File: config.mk
export PLATFORM = sky130hd
export DESIGN_NAME = inst_split_issue
export DESIGN_NICKNAME = d
export VERILOG_FILES = /design/src/rtl/inst_split_issue_pkg.sv /design/src/rtl/inst_split_issue_divider.sv /design/src/rtl/inst_split_issue.sv
export SDC_FILE = /design/constraint.sdc
export NUM_CORES = 1
export LEC_CHECK = 0
export ABC_AREA = 1
export CORE_ASPECT_RATIO = 0.7
export CORE_MARGIN = 1.5
export CORE_UTILIZATION = 48
export CTS_BUF_LIST = sky130_fd_sc_hd__clkbuf_8
export CTS_CLUSTER_SIZE = 14
export DETAILED_ROUTE_END_ITERATION = 16
export GPL_ROUTABILITY_DRIVEN = 0
export PLACE_DENSITY = 0.89
export SETUP_SLACK_MARGIN = 0.4
export SYNTH_ARGS = -nofsm -noshare
export SYNTH_HDL_FRONTEND = slang
export SYNTH_HIERARCHICAL = 1
export SYNTH_SLANG_ARGS = --single-unit
File: constraint.sdc
create_clock -name clk -period 3.8 [get_ports clk]
set_input_delay 0.38 -clock clk [delete_from_list [all_inputs] [get_ports clk]]
set_output_delay 0.38 -clock clk [all_outputs]
set_load 0.01 [all_outputs]
File: src/rtl/inst_split_issue_pkg.sv
// inst_split_issue_pkg: shared widths, state encoding and store-split opcode constants
package inst_split_issue_pkg;

    localparam int WIDTH_INST = 32;
    localparam int WIDTH_PC   = 32;

    localparam logic [6:0] OPC_STORE = 7'b0100011;
    localparam logic [2:0] F3_SB     = 3'b000;
    localparam logic [2:0] F3_SH     = 3'b001;
    localparam logic [2:0] F3_LW     = 3'b010;

    typedef enum logic [1:0] {EMPTY, HOLD, PRE, POST} state_t;

    function automatic logic is_split(input logic [31:0] inst);
        return inst[6:0] == OPC_STORE && (inst[14:12] == F3_SB || inst[14:12] == F3_SH);
    endfunction

endpackage

File: src/rtl/inst_split_issue_divider.sv
// inst_split_issue_divider: builds the lw-to-x0 prefix word of a split store
// The store opcode is kept, so decode identifies the prefix by out_is_prefix rather than by opcode.
module inst_split_issue_divider
    import inst_split_issue_pkg::*;
#(
    parameter int WIDTH_INST = inst_split_issue_pkg::WIDTH_INST
) (
    input  logic [WIDTH_INST-1:0] inst,
    output logic [WIDTH_INST-1:0] prefix
);

    // I-type layout: the store's split immediate is rejoined into imm[11:0], rd = x0
    assign prefix = WIDTH_INST'({inst[31:25], inst[11:7], inst[19:15], F3_LW, 5'b00000, OPC_STORE});

endmodule

File: src/rtl/inst_split_issue.sv
// inst_split_issue: fetch-to-decode issue stage that expands sb/sh into a prefix word plus the store
module inst_split_issue
    import inst_split_issue_pkg::*;
#(
    parameter int WIDTH_INST = inst_split_issue_pkg::WIDTH_INST,
    parameter int WIDTH_PC   = inst_split_issue_pkg::WIDTH_PC
) (
    input  logic                  clk,
    input  logic                  rst_n,
    input  logic                  flush,
    input  logic                  in_valid,
    output logic                  in_ready,
    input  logic [WIDTH_INST-1:0] in_inst,
    input  logic [WIDTH_PC-1:0]   in_pc,
    output logic                  out_valid,
    input  logic                  out_ready,
    output logic [WIDTH_INST-1:0] out_inst,
    output logic [WIDTH_PC-1:0]   out_pc,
    output logic                  out_is_prefix
);

    state_t                state, state_n;
    logic [WIDTH_INST-1:0] hold_inst, div_inst;
    logic [WIDTH_PC-1:0]   hold_pc;
    logic                  load, out_fire;

    inst_split_issue_divider #(.WIDTH_INST(WIDTH_INST)) u_div (
        .inst   (hold_inst),
        .prefix (div_inst)
    );

    // rst_n gating keeps in_ready low while reset is held
    assign in_ready      = rst_n && !flush && (state == EMPTY || ((state == HOLD || state == POST) && out_ready));
    assign load          = in_valid && in_ready;
    assign out_valid     = state != EMPTY;
    assign out_fire      = out_valid && out_ready;
    assign out_is_prefix = state == PRE;
    assign out_inst      = out_is_prefix ? div_inst : hold_inst;
    assign out_pc        = hold_pc;

    always_comb begin
        state_n = state;
        if (flush)
            state_n = EMPTY;
        else if (load)
            state_n = is_split(in_inst[31:0]) ? PRE : HOLD;
        else if (out_fire)
            state_n = state == PRE ? POST : EMPTY;
    end

    always_ff @(posedge clk or negedge rst_n) begin
        if (!rst_n) begin
            state     <= EMPTY;
            hold_inst <= '0;
            hold_pc   <= '0;
        end else begin
            state <= state_n;
            if (load) begin
                hold_inst <= in_inst;
                hold_pc   <= in_pc;
            end
        end
    end

endmodule

=== Yosys cells after proc, flatten, opt, wreduce, memory -nomap -nowiden ===
Cells that the tools add are included.

* Equal/unequal tests: 5
* Reduce and logical (&&, ||, !) cells: 14
* Mux-type cells: 6

{| class="wikitable"
|+ Operator list
! operator !! number
|-
| $mux 25 || 1
|-
| $mux 2 || 5
|-
| $eq 7x6->1 const B || 1
|-
| $logic_and 1x1->1 || 6
|-
| $eq 2x2->1 const B || 2
|-
| $eq 3x1->1 const B || 1
|-
| $logic_not 3->1 || 1
|-
| $logic_or 1x1->1 || 3
|-
| $reduce_bool 3->1 || 1
|-
| $eq 2x1->1 const B || 1
|-
| $logic_not 2->1 || 1
|-
| $reduce_bool 2->1 || 1
|-
| $logic_not 1->1 || 1
|}

* Flip-flop bits (word level): 66
* Output and inout port bits: 67

=== Longest topological paths before layout ===
Gate-level depths: netlist (run 1).

* Depth after elaboration: 8
* Gate-level depth with buffers: 9

=== By module ===
The synthesis (run 1) kept the hierarchy.

{| class="wikitable"
|+ Modules (own cells, without submodules)
! module !! area an instance (um^2) !! cells an instance !! times used
|-
| inst_split_issue || 3,006.6 || 411 || 1
|-
| inst_split_issue_divider || 247.7 || 34 || 1
|}

=== Least setup slack after synthesis (run 1) ===
Ideal clock, no wire load.

* Path kind: register to output
* Start point: register state[0]
* End point: output port out_inst[22]
* Stages on the path, launching flop included: 7
* Path slack: 2.279 ns
* Data arrival time: 1.141 ns
* Cell sequence: dfrtp_1 inv_1 nand2_4 inv_2 clkbuf_1 nand2_1 nand2_1

* Cells in the longest elaborated chain, start to end: 2

{| class="wikitable"
|+ Ends and longest elaborated chain
! item !! line !! text
|-
| start: declaration || inst_split_issue.sv:22 || <nowiki>state_t state, state_n;</nowiki>
|-
| start signal: assignment || inst_split_issue.sv:57 || <nowiki>state <= state_n;</nowiki>
|-
| $eq 2x2->1 || inst_split_issue.sv:37 || <nowiki>assign out_is_prefix = state == PRE;</nowiki>
|-
| net out_is_prefix || inst_split_issue.sv:19 || <nowiki>output logic out_is_prefix</nowiki>
|-
| $mux 25 || inst_split_issue.sv:38 || <nowiki>assign out_inst = out_is_prefix ? div_inst : hold_inst;</nowiki>
|-
| end: declaration || inst_split_issue.sv:17 || <nowiki>output logic [WIDTH_INST-1:0] out_inst,</nowiki>
|}

The timed path passes the listed nets, and every way through them passes these cells.

=== Worst setup path in the final report (run 1) ===
* Start point: register state[0]
* End point: output port out_inst[21]

* Cells in the longest elaborated chain, start to end: 2

{| class="wikitable"
|+ Ends and longest elaborated chain
! item !! line
|-
| $eq 2x2->1 || inst_split_issue.sv:37
|-
| $mux 25 || inst_split_issue.sv:38
|}

No other way between the ends.

==> results of run 1 <==
## per-layer routing
layer | wire length [µm] | vias up | GRT usage (%)
met5 | 0 | - | 0
met4 | 153 | 0 | 8.95
met3 | 839 | 13 | 10.6
met2 | 3620 | 134 | 37.5
met1 | 3630 | 1385 | 31.7
li1 | - | 1506 | -
## area by class of cell
type                    count  area (µm²)  share of cell area (%)
flip-flops and latches     66        1650                    35.3
repair buffers            138        1370                    29.3
multi-input cells         327        1280                    27.5
clock buffers              10         138                    2.94
well taps                  91         114                    2.44
clock inverters             6        66.3                    1.42
inverters                  14        52.6                    1.12
## worst max path at each step
stage | startpoint | to | cells past startpoint
CTS | state[0] | out_inst[21] | 6
detailed placement | flush | out_pc[4] | 7
global placement | state[0] | out_inst[21] | 6
global route | state[0] | out_inst[21] | 6
finish | state[0] | out_inst[21] | 6
floorplan | state[0] | out_inst[22] | 6
## flip-flops by register name, indices dropped and copies added (netlist names)
signal     cells
hold_inst     32
state          2
out_pc        32
## logic make-up (layout without fill, tap and decap cells)
family          count (synthesis)  count (layout)  synth area share (%)
flops                          66              66                  50.7
compound gates                  6               6                 0.922
simple gates                  306             306                  36.6
buf+inv                        65             168                  11.5
other cells                     2              15                 0.231
## power breakdown
group          internal [W]  switching (W)  total, W
Clock              0.000320       0.000272  0.000592
Combinational      0.000317       0.000236  0.000553
Sequential         0.000811      0.0000686  0.000880
## cell usage after synthesis (all sizes together)
cell type and instances:
a21oi 1, buf 40, clkbuf 11, conb 2, dfrtp 66, inv 14, nand2 291, nand3 4
nand4 3, nor2 7, o21ai 5, or2 1
## through the flow
step / worst slack [ns] / cell area (µm²) / hold slack [ns]
floorplan: 2.28 / 3300 / 0.0844
global placement: 1.37 / 4470 / 0.462
detailed placement: 1.28 / 4470 / 0.465
CTS: 0.975 / 4680 / 0.315
global route: 0.872 / 4680 / 0.361
finish: 1.00 / 4680 / 0.289
==> results by stage, run 1 <==
Placement:
- The placed cell count is 636.
- After legalization and detailed placement, the total HPWL measured 5830 µm.
- Input and output buffers added on the ports amount to 135.

Setup path:
- The largest individual stage delay along the critical path comes from the cell sky130_fd_sc_hd__clkdlybuf4s50_1.
- The worst stage delay on the critical path is 0.54 ns.
- The highest net fanout along the worst path is 37.
- The number of buffers and inverters on the critical path is 3.
- The critical path launch point type is a register.
- STA puts the critical path data required time at 3.42 ns.
- In this run the critical register-to-register path is captured at out_pc[4].
- The most numerous cell type found on the critical path is sky130_fd_sc_hd__nand2_1.
- The cell family contributing the most delay on the critical path is buffers and inverters.
- The startpoint of the most critical register-to-register path is state[0].
- Traced cell by cell, the critical path runs through inv_1 -> nand2_4 -> inv_2 -> nand2_1 -> nand2_1 -> clkdlybuf4s50_1.
- The worst-case register-to-register setup slack is 1.56 ns.
- The worst setup path is of the reg -> out kind.
- Measured in cells, the most critical reg-to-reg path has a length of 7.
- STA classifies the critical path endpoint as a primary output.
- STA puts the critical path data arrival time at 2.42 ns.

Drt:
- The average wire per cell in the routed design is 12.6 µm.
- The detailed-route DRC error count is 0.
- The antenna violation net count after detailed routing is 0.
- After detailed routing, the number of vias per cell comes to 4.66.
- The number of DRC markers after the initial detailed-route iteration is 145.
- The sum of routed wire length over all layers is 8240 µm.
- The first detailed-routing pass took 4 iterations.
- The routed layout has 3038 vias.

Synth:
- The cell area after technology mapping is 3250 µm².
- Sorting the synthesized cells by area gives the leading types as sky130_fd_sc_hd__dfrtp_1, sky130_fd_sc_hd__nand2_1, sky130_fd_sc_hd__buf_4, sky130_fd_sc_hd__inv_1, sky130_fd_sc_hd__clkbuf_1.
- Of the synthesized area, sequential elements account for 50.7%.
- Counting every instance in the synthesized netlist gives 445.
- Synthesis inferred 66 register bits.
- The mean instance size in the synthesized netlist is 7.31 µm².
- The fraction of post-synthesis cell area in the top cell type by area is 50.7%.
- The number of different library cells in the post-synthesis netlist is 19.
- The total number of yosys warnings is 6.
- The cell taking the most area after synthesis is sky130_fd_sc_hd__dfrtp_1.

Hold path:
- The worst hold path belongs to the class in -> async.

Timing:
- Setup violations remaining at the end of the flow were counted as 0.
- The final hold violation count was 0.
- Across the routed clock network, the largest skew measured is 0.00671 ns.
- The minimum clock period after layout is 2.80 ns.
- The pin slew with the least headroom to its limit is 0.810 ns.
- The maximum frequency from static timing analysis is 0.357 GHz.
- Setup repair after global routing left no endpoint under its margin.
- The final setup TNS is 0 ns.
- The number of pins exceeding their max-slew limit in the final report came to 0.
- Headroom to the max-slew limit came out at 46.0%.
- After layout, the worst path uses 73.7% of the clock period.

Floorplanning:
- The full die area is 7290 µm².
- The placeable core area is 6400 µm².
- The starting utilization of the core area is 50.9%.
- The number of top-level pins is 136.
- The floorplan step set the die height to 71.9 µm.
- The floorplan has 24 rows.
- The overall die width is 101 µm.

Global routing:
- The wire length of the first global-routing pass is 13700 µm.
- The via count of the first global-routing pass was 2920.
- The overall fraction of global-route tracks in use is 24.6%.
- The aggregate global routing overflow is 0.
- The number of antenna violations at the first check in global routing came to 0.
- The largest net degree at the start of global routing is 67.

Clock tree:
- After clock tree synthesis, the clock-pin slew on the worst setup and hold paths is 0.07 ns.
- Post-CTS timing repair inserted 0 buffers for setup.
- In this run, CTS created clock tree buffers numbering 9.
- TritonCTS built the clock tree.
- The clock net in this run drives a total of 66 sinks.
- The number of instances resized during post-cts repair is 0.
- The maximum level of the CTS H-tree is 3.
- The clock latency of the later-clocked register in the worst-skew pair is 0.34 ns.
- The buffer type at the clock tree root is sky130_fd_sc_hd__clkbuf_8.
- The buffer depth of the longest clock path is 2.
- The number of buffers inserted by hold repair at cts is 0.

Cells and area:
- The final design utilization is 73.1%.
- After the last flow step, the layout net total stands at 625.
- Counting the fill cells in the layout gives 501.
- Once layout is complete, the cells apart from fillers number 652.
- The count of inserted antenna diode cells is 0.
- The post-route netlist has 4.46% of its cells at a drive strength greater than 1.
- The library cell used most frequently in the layout, excluding fill and tap cells, is sky130_fd_sc_hd__nand2_1.
- In the layout the commonest cells are sky130_fd_sc_hd__nand2_1, sky130_fd_sc_hd__clkdlybuf4s50_1, sky130_fd_sc_hd__dfrtp_1.
- The area growth from synthesis to layout is 43.7%.

Pwr:
- The maximum vdd ir drop is 0.252 mV.
- The leakage power summed over all cells is 2.43 nW.
- The power density over the cells is 433 nW/µm².
- The overall power of the completed layout is 0.00203 W.

Flow run:
- The tool flagged a number of max-cap violations equal to 0.

Outcome:
- The run finished with clean final reports.
Power figures use the tool's default switching activity.
==> run 2: changes to the inputs <==
--- a/config.mk
+++ b/config.mk
@@ -8,12 +8,12 @@
 export ABC_AREA = 1
 export CORE_ASPECT_RATIO = 0.7
 export CORE_MARGIN = 1.5
-export CORE_UTILIZATION = 48
+export CORE_UTILIZATION = 40
 export CTS_BUF_LIST = sky130_fd_sc_hd__clkbuf_8
 export CTS_CLUSTER_SIZE = 14
 export DETAILED_ROUTE_END_ITERATION = 16
 export GPL_ROUTABILITY_DRIVEN = 0
-export PLACE_DENSITY = 0.89
+export PLACE_DENSITY = 0.79
 export SETUP_SLACK_MARGIN = 0.4
 export SYNTH_ARGS = -nofsm -noshare
 export SYNTH_HDL_FRONTEND = slang
==> constraint.sdc (replaced) <==
create_clock -name clk -period 2.5 [get_ports clk]
set_input_delay 0.25 -clock clk [delete_from_list [all_inputs] [get_ports clk]]
set_output_delay 0.25 -clock clk [all_outputs]
set_load 0.01 [all_outputs]
==> results by stage, run 2 (synthesis gave the netlist of run 1 again) <==
Setup path:
- The critical path is of the reg -> out type.
- The count of buffering cells on the critical path with inverters included is 2.
- The worst register-to-register path ends at out_pc[7].
- The worst-case register-to-register setup slack is 0.70 ns.
- The cell family contributing the most delay on the critical path is buffers and inverters.
- The slowest stage of the critical path is the sky130_fd_sc_hd__clkdlybuf4s50_1 cell.
- The critical path launch point type is a register.
- The data required time of the critical path is 2.25 ns.
- The cell occurring most often along the worst timing path is sky130_fd_sc_hd__nand2_1.
- The highest net fanout along the worst path is 18.
- The worst stage delay on the critical path is 0.53 ns.
- Traced cell by cell, the critical path runs through nand2_4 -> buf_16 -> nand2_1 -> nand2_1 -> clkdlybuf4s50_1.
- The length in cells of the worst reg-to-reg path is 8.
- The startpoint identified for the worst register-to-register timing path is state[1].
- The critical path endpoint category is a primary output.
- Data on the critical path arrives at its endpoint at 1.77 ns.

Drt:
- The count of nets left with antenna violations once routing finished came out at 0.
- After detailed routing, the number of remaining DRC violations is 0.
- The average wire per cell in the routed design is 12.3 µm.
- The first detailed-routing pass ran for 4 iterations.
- The mean number of vias per cell is 4.44.
- The via count of the routed design is 2960.
- After detailed routing, the total wire length is 8230 µm.
- The first routing iteration left 175 violations.

Global routing:
- The via count of the first global-routing pass was 2843.
- The number of antenna violations at the first check in global routing is 0.
- The first global-routing pass estimated 13800 µm of wire.
- The largest net degree at the start of global routing is 67.
- The overall fraction of global-route tracks in use is 20.1%.
- Summed over all layers, the global routing overflow is 0.

Clock tree:
- After clock tree synthesis, the clock-pin slew on the worst setup and hold paths is 0.07 ns.
- The clock passes through at most 2 buffers.
- After clock tree synthesis, the flow added hold-fix buffers numbering 0.
- The clock tree synthesis step divided the H-tree into 3 levels.
- The clock latency of the later-clocked register in the worst-skew pair is 0.34 ns.
- TritonCTS built the clock tree.
- The tree is rooted in a sky130_fd_sc_hd__clkbuf_8.
- For this design, the sink count on the clock tree is 66.
- The number of clock buffers added by TritonCTS is 9.

Pwr:
- Summed over all cells, the static leakage comes to 2.51 nW.
- The power density over the cells is 632 nW/µm².
- VDD sags by at most 0.403 mV.

Floorplanning:
- The site row count is 27.
- The die is 111 µm wide.
- The placeable core area is 7870 µm².
- The die covers 8690 µm².
- The starting utilization of the core area is 41.3%.
- The number of top-level pins is 136.
- The vertical die dimension is 78.5 µm.

Timing:
- The number of pins exceeding their max-slew limit in the final report came to 0.
- The normalized max-slew margin is 45.8%.
- The pin slew with the least headroom to its limit is 0.813 ns.
- The maximum frequency from static timing analysis is 0.494 GHz.
- The routed design could run at a clock period as short as 2.02 ns.
- In the finished design, the share of the clock period the worst path needs comes to 80.9%.
- The final setup TNS is 0 ns.
- The final hold violation count came to 0.
- Setup repair after global routing could not meet its margin everywhere.
- Across the routed clock network, the largest skew measured is 0.00789 ns.
- The worst-case setup margin in the final layout is 0.477 ns.
- Setup violations remaining at the end of the flow were counted as 0.

Hold path:
- The class of the worst hold path is in -> async.

Cells and area:
- In the layout the commonest cells are sky130_fd_sc_hd__nand2_1, sky130_fd_sc_hd__clkdlybuf4s50_1, sky130_fd_sc_hd__dfrtp_1.
- The final layout contains 630 nets.
- The library cell used most frequently in the layout, excluding fill and tap cells, is sky130_fd_sc_hd__nand2_1.
- The count of inserted antenna diode cells is 0.
- The area growth from synthesis to layout is 47.0%.
- The fraction of layout cells with a size suffix above 1 is 4.95%.
- Once layout is complete, the utilization of the core stands at 60.8%.

Placement:
- The half-perimeter wire length after detailed placement is 5630 µm.
- The worst slack after detailed placement is 0.498 ns.
- The count of buffers added on input and output ports is 135.

Flow run:
- The tool flagged a number of max-cap violations equal to 0.

Outcome:
- The run finished with clean final reports.
-- run 2: per-layer routing --
metal  share of wire (%)  GRT usage (%)  vias to the layer above
met2                  43           30.9                      102
met3                 9.8           9.03                        8
met1                  46           25.6                     1335
met5                   0              0                        -
li1                    -              -                     1515
met4                 1.1           6.15                        0
-- run 2: worst reg2reg max path: stages, from the launching register on --
cell and delay (ns):
sky130_fd_sc_hd__dfrtp_1 0.42, sky130_fd_sc_hd__nand2_4 0.17, sky130_fd_sc_hd__buf_12 0.17, sky130_fd_sc_hd__buf_4 0.12, sky130_fd_sc_hd__nand3_2 0.09, sky130_fd_sc_hd__nor2_4 0.30, sky130_fd_sc_hd__buf_12 0.27, sky130_fd_sc_hd__nand2_1 0.13
sky130_fd_sc_hd__nand2_1 0.07
-- run 2: how the worst max path moves through the flow --
stage          slack (ns)  cells past startpoint      endpoint      from
2_1_floorplan        1.11                      6  out_inst[22]  state[0]
3_5_place_dp         0.50                      7     out_pc[7]  state[0]
6_report             0.48                      5   out_inst[4]  state[1]
5_1_grt              0.38                      5  out_inst[25]  state[1]
4_1_cts              0.40                      6  out_inst[27]  state[0]
3_3_place_gp         0.54                      5      in_ready     flush
-- run 2: final cells by class --
class	instances	area, µm²
inverters	14	65.1
clock buffers	9	124
multi-input cells	327	1280
clock inverters	7	62.6
fillers	702	3090
well taps	101	126
flip-flops and latches	66	1650
repair buffers	143	1470
-- run 2: power breakdown --
part / switching, W / internal [W]
combinational: 0.000355 / 0.000485
clock: 0.000398 / 0.000449
sequential: 0.000101 / 0.00123
-- run 2: what timing repair did --
item                       4_1_cts  5_1_grt
setup endpoints to repair       34       22
resized for setup                6        4
buffers inserted                 1        1
cloned                           1        0
-- run 2: through the flow --
step	std cells	hold slack [ns]	cell area, µm²	power, W
after CTS	666	0.184	4760	0.00307
after detailed placement	648	0.466	4520	0.00220
final	667	0.162	4780	0.00302
after global placement	648	0.461	4520	0.00218
after global routing	667	0.240	4780	0.00321
after floorplan	458	-0.0456	3300	0.00174
==> run 3: changes to the inputs <==
--- a/config.mk
+++ b/config.mk
@@ -8,12 +8,12 @@
 export ABC_AREA = 1
 export CORE_ASPECT_RATIO = 0.7
 export CORE_MARGIN = 1.5
-export CORE_UTILIZATION = 40
+export CORE_UTILIZATION = 44
 export CTS_BUF_LIST = sky130_fd_sc_hd__clkbuf_8
 export CTS_CLUSTER_SIZE = 14
 export DETAILED_ROUTE_END_ITERATION = 16
 export GPL_ROUTABILITY_DRIVEN = 0
-export PLACE_DENSITY = 0.79
+export PLACE_DENSITY = 0.82
 export SETUP_SLACK_MARGIN = 0.4
 export SYNTH_ARGS = -nofsm -noshare
 export SYNTH_HDL_FRONTEND = slang
==> constraint.sdc (replaced) <==
create_clock -name clk -period 1.9 [get_ports clk]
set_input_delay 0.19 -clock clk [delete_from_list [all_inputs] [get_ports clk]]
set_output_delay 0.19 -clock clk [all_outputs]
set_load 0.01 [all_outputs]
==> results by stage, run 3 (synthesis gave the netlist of run 1 again) <==
Pwr:
- In this run the power density over the cells is 714 nW/µm².
- The maximum vdd ir drop is 0.513 mV.
- The leakage power summed over all cells is 3.17 nW.

Floorplanning:
- The full die area is 7930 µm².
- The vertical die dimension is 75.0 µm.
- During I/O placement, the number of pins put on the boundary was 136.
- The placeable core area is 7220 µm².
- The overall die width is 106 µm.
- The site row count is 26.
- Once the floorplan was initialized, standard cells occupied 45.1% of the core.

Setup path:
- The worst-case register-to-register setup slack is 0.20 ns.
- For the worst setup path, the data arrival time is 1.97 ns.
- The worst stage delay on the critical path is 0.45 ns.
- The kind of critical path is reg -> reg.
- Walking the worst path, the cells encountered are nand2_8 -> buf_6 -> buf_6 -> nand3_4 -> nor2_4 -> buf_12 -> buf_12 -> nand2_4 -> nand2_2 -> nand2_1 -> nand2_1.
- The cell family contributing the most delay on the critical path is simple AND/OR/NAND/NOR gates.
- The highest net fanout along the worst path is 7.
- The endpoint identified for the worst register-to-register timing path is state[1].
- The startpoint identified for the worst register-to-register timing path is state[1].
- The critical path launch point type is a register.
- The critical path endpoint category is a register.
- The number of buffers and inverters on the critical path is 4.
- The critical-path cell with the highest stage delay is sky130_fd_sc_hd__dfrtp_2.
- The data required time of the critical path is 2.17 ns.
- Counting cells, the worst reg-to-reg path comes to 11.

Hold path:
- The class of the worst hold path is in -> async.

Drt:
- Before antenna repair, the detailed router went through 5 iterations.
- The average wire per cell in the routed design is 17.3 µm.
- The final route contains 3478 vias.
- The detailed router finished its first iteration with 181 violations.
- After detailed routing, the number of remaining DRC violations is 0.
- Using the TritonRoute via totals, the vias-per-cell ratio works out to 4.90.
- Summed over all layers, the routed wires come to 12300 µm.
- The count of nets left with antenna violations once routing finished came out at 0.

Global routing:
- Global routing finished with a remaining overflow of 0.
- The via count of the first global-routing pass was 3067.
- The overall fraction of global-route tracks in use is 23.3%.
- The first global-routing pass estimated 14300 µm of wire.
- The largest net degree at the start of global routing is 67.
- The number of antenna violations at the first check in global routing is 0.

Timing:
- The final hold violation count is 0.
- The number of pins exceeding their max-slew limit in the final report is 0.
- In the final timing run, aggregate negative setup slack is 0 ns.
- The clock period could shrink to 1.70 ns.
- Setup repair after global routing could not meet its margin everywhere.
- Final hold analysis gives a worst-case slack of 0.0454 ns.
- The post-route fraction of the period consumed by the critical path is 89.3%.
- The maximum frequency from static timing analysis is 0.589 GHz.
- On the final layout, the worst clock skew is 0.0123 ns.
- Setup violations remaining at the end of the flow were counted as 0.
- The normalized max-slew margin is 44.4%.
- For the pin with the worst max-slew slack, the measured transition is 0.835 ns.

Placement:
- The quantity of I/O buffers inserted on ports is 135.
- The half-perimeter wire length after detailed placement is 6020 µm.
- The post-placement cell area is 4620 µm².

Clock tree:
- The buffer type at the clock tree root is sky130_fd_sc_hd__clkbuf_8.
- The tree built by TritonCTS fans out to 66 sinks.
- The maximum level of the CTS H-tree is 3.
- The clock latency of the later-clocked register in the worst-skew pair is 0.34 ns.
- In this run the deepest clock path goes through 2 buffers.
- TritonCTS created 9 clock buffers.
- The TritonCTS clock tree is done.
- For this design, the CTS-stage hold fixing added 0 buffers.
- The clock transition at the registers of the reported paths is 0.08 ns.

Cells and area:
- The count of inserted antenna diode cells is 0.
- The area of all placed cells without fillers is 6160 µm².
- The top cell types in the final layout, fill and taps aside, are sky130_fd_sc_hd__nand2_1, sky130_fd_sc_hd__nand2_2, sky130_fd_sc_hd__clkdlybuf4s50_1.
- The area growth from synthesis to layout is 89.4%.
- The commonest non-fill, non-tap cell in the layout is sky130_fd_sc_hd__nand2_1.
- The fraction of layout cells with a size suffix above 1 is 42.8%.
- The number of nets at the end of the flow is 676.

Outcome:
- The run finished with clean final reports.

Flow run:
- The reported max-cap violation count is 0.
==> run 3: cell count changes in the layout (fill, tap and decap cells not counted), sizes merged <==
cell           change
clkdlybuf4s50     -38
inv                +1
clkinv             -1
buf               +69
dlymetal6s2s       +3
clkbuf            +12
==> run 3: stage by stage <==
stage | power (W) | instances | util (%) | setup WS [ns]
3_5_place_dp | 0.00291 | 651 | 63.9 | 0.0759
5_1_grt | 0.00461 | 710 | 85.3 | 0.136
3_3_place_gp | 0.00288 | 651 | 63.9 | 0.122
4_1_cts | 0.00400 | 683 | 69.1 | 0.267
2_1_floorplan | 0.00228 | 458 | - | 0.569
6_report | 0.00440 | 710 | 85.3 | 0.203
==> run 3: what timing repair did <==
item                                    CTS  global route
endpoints found under the setup margin   35           103
cloned                                    3            18
gates resized for setup                 192           203
pin swaps                                23            58
setup buffers                            13             9
==> run 3: where the power goes <==
group	internal (W)	switching, W	total [W]
clock	0.000592	0.000552	0.00114
sequential	0.00162	0.000237	0.00186
combinational	0.000788	0.000612	0.00140
==> run 3: final cells by class <==
type,instances,area [µm²]
fillers,377,1060
repair buffers,189,2230
clock inverters,7,62.6
multi-input cells,327,1910
inverters,14,60.1
well taps,98,123
clock buffers,9,124
flip-flops and latches,66,1650
==> run 3: layer usage <==
| layer | wire length [µm] | track usage [%] | vias to the layer above |
|---|---|---|---|
| met2 | 6030 | 40.0 | 168 |
| met5 | 0 | 0 | - |
| met3 | 1110 | 9.70 | 21 |
| met1 | 4950 | 28.3 | 1665 |
| met4 | 216 | 4.65 | 0 |
| li1 | - | - | 1624 |
==> run 3: worst max-delay path by stage <==
stage,slack [ns],depth (start not counted),to,from
floorplan,0.57,6,out_inst[22],state[0]
global placement,0.12,6,in_ready,out_ready
detailed placement,0.08,5,in_ready,flush
CTS,0.27,7,out_inst[25],state[0]
global route,0.14,12,state[1],state[0]
finish,0.20,11,state[1],state[1]
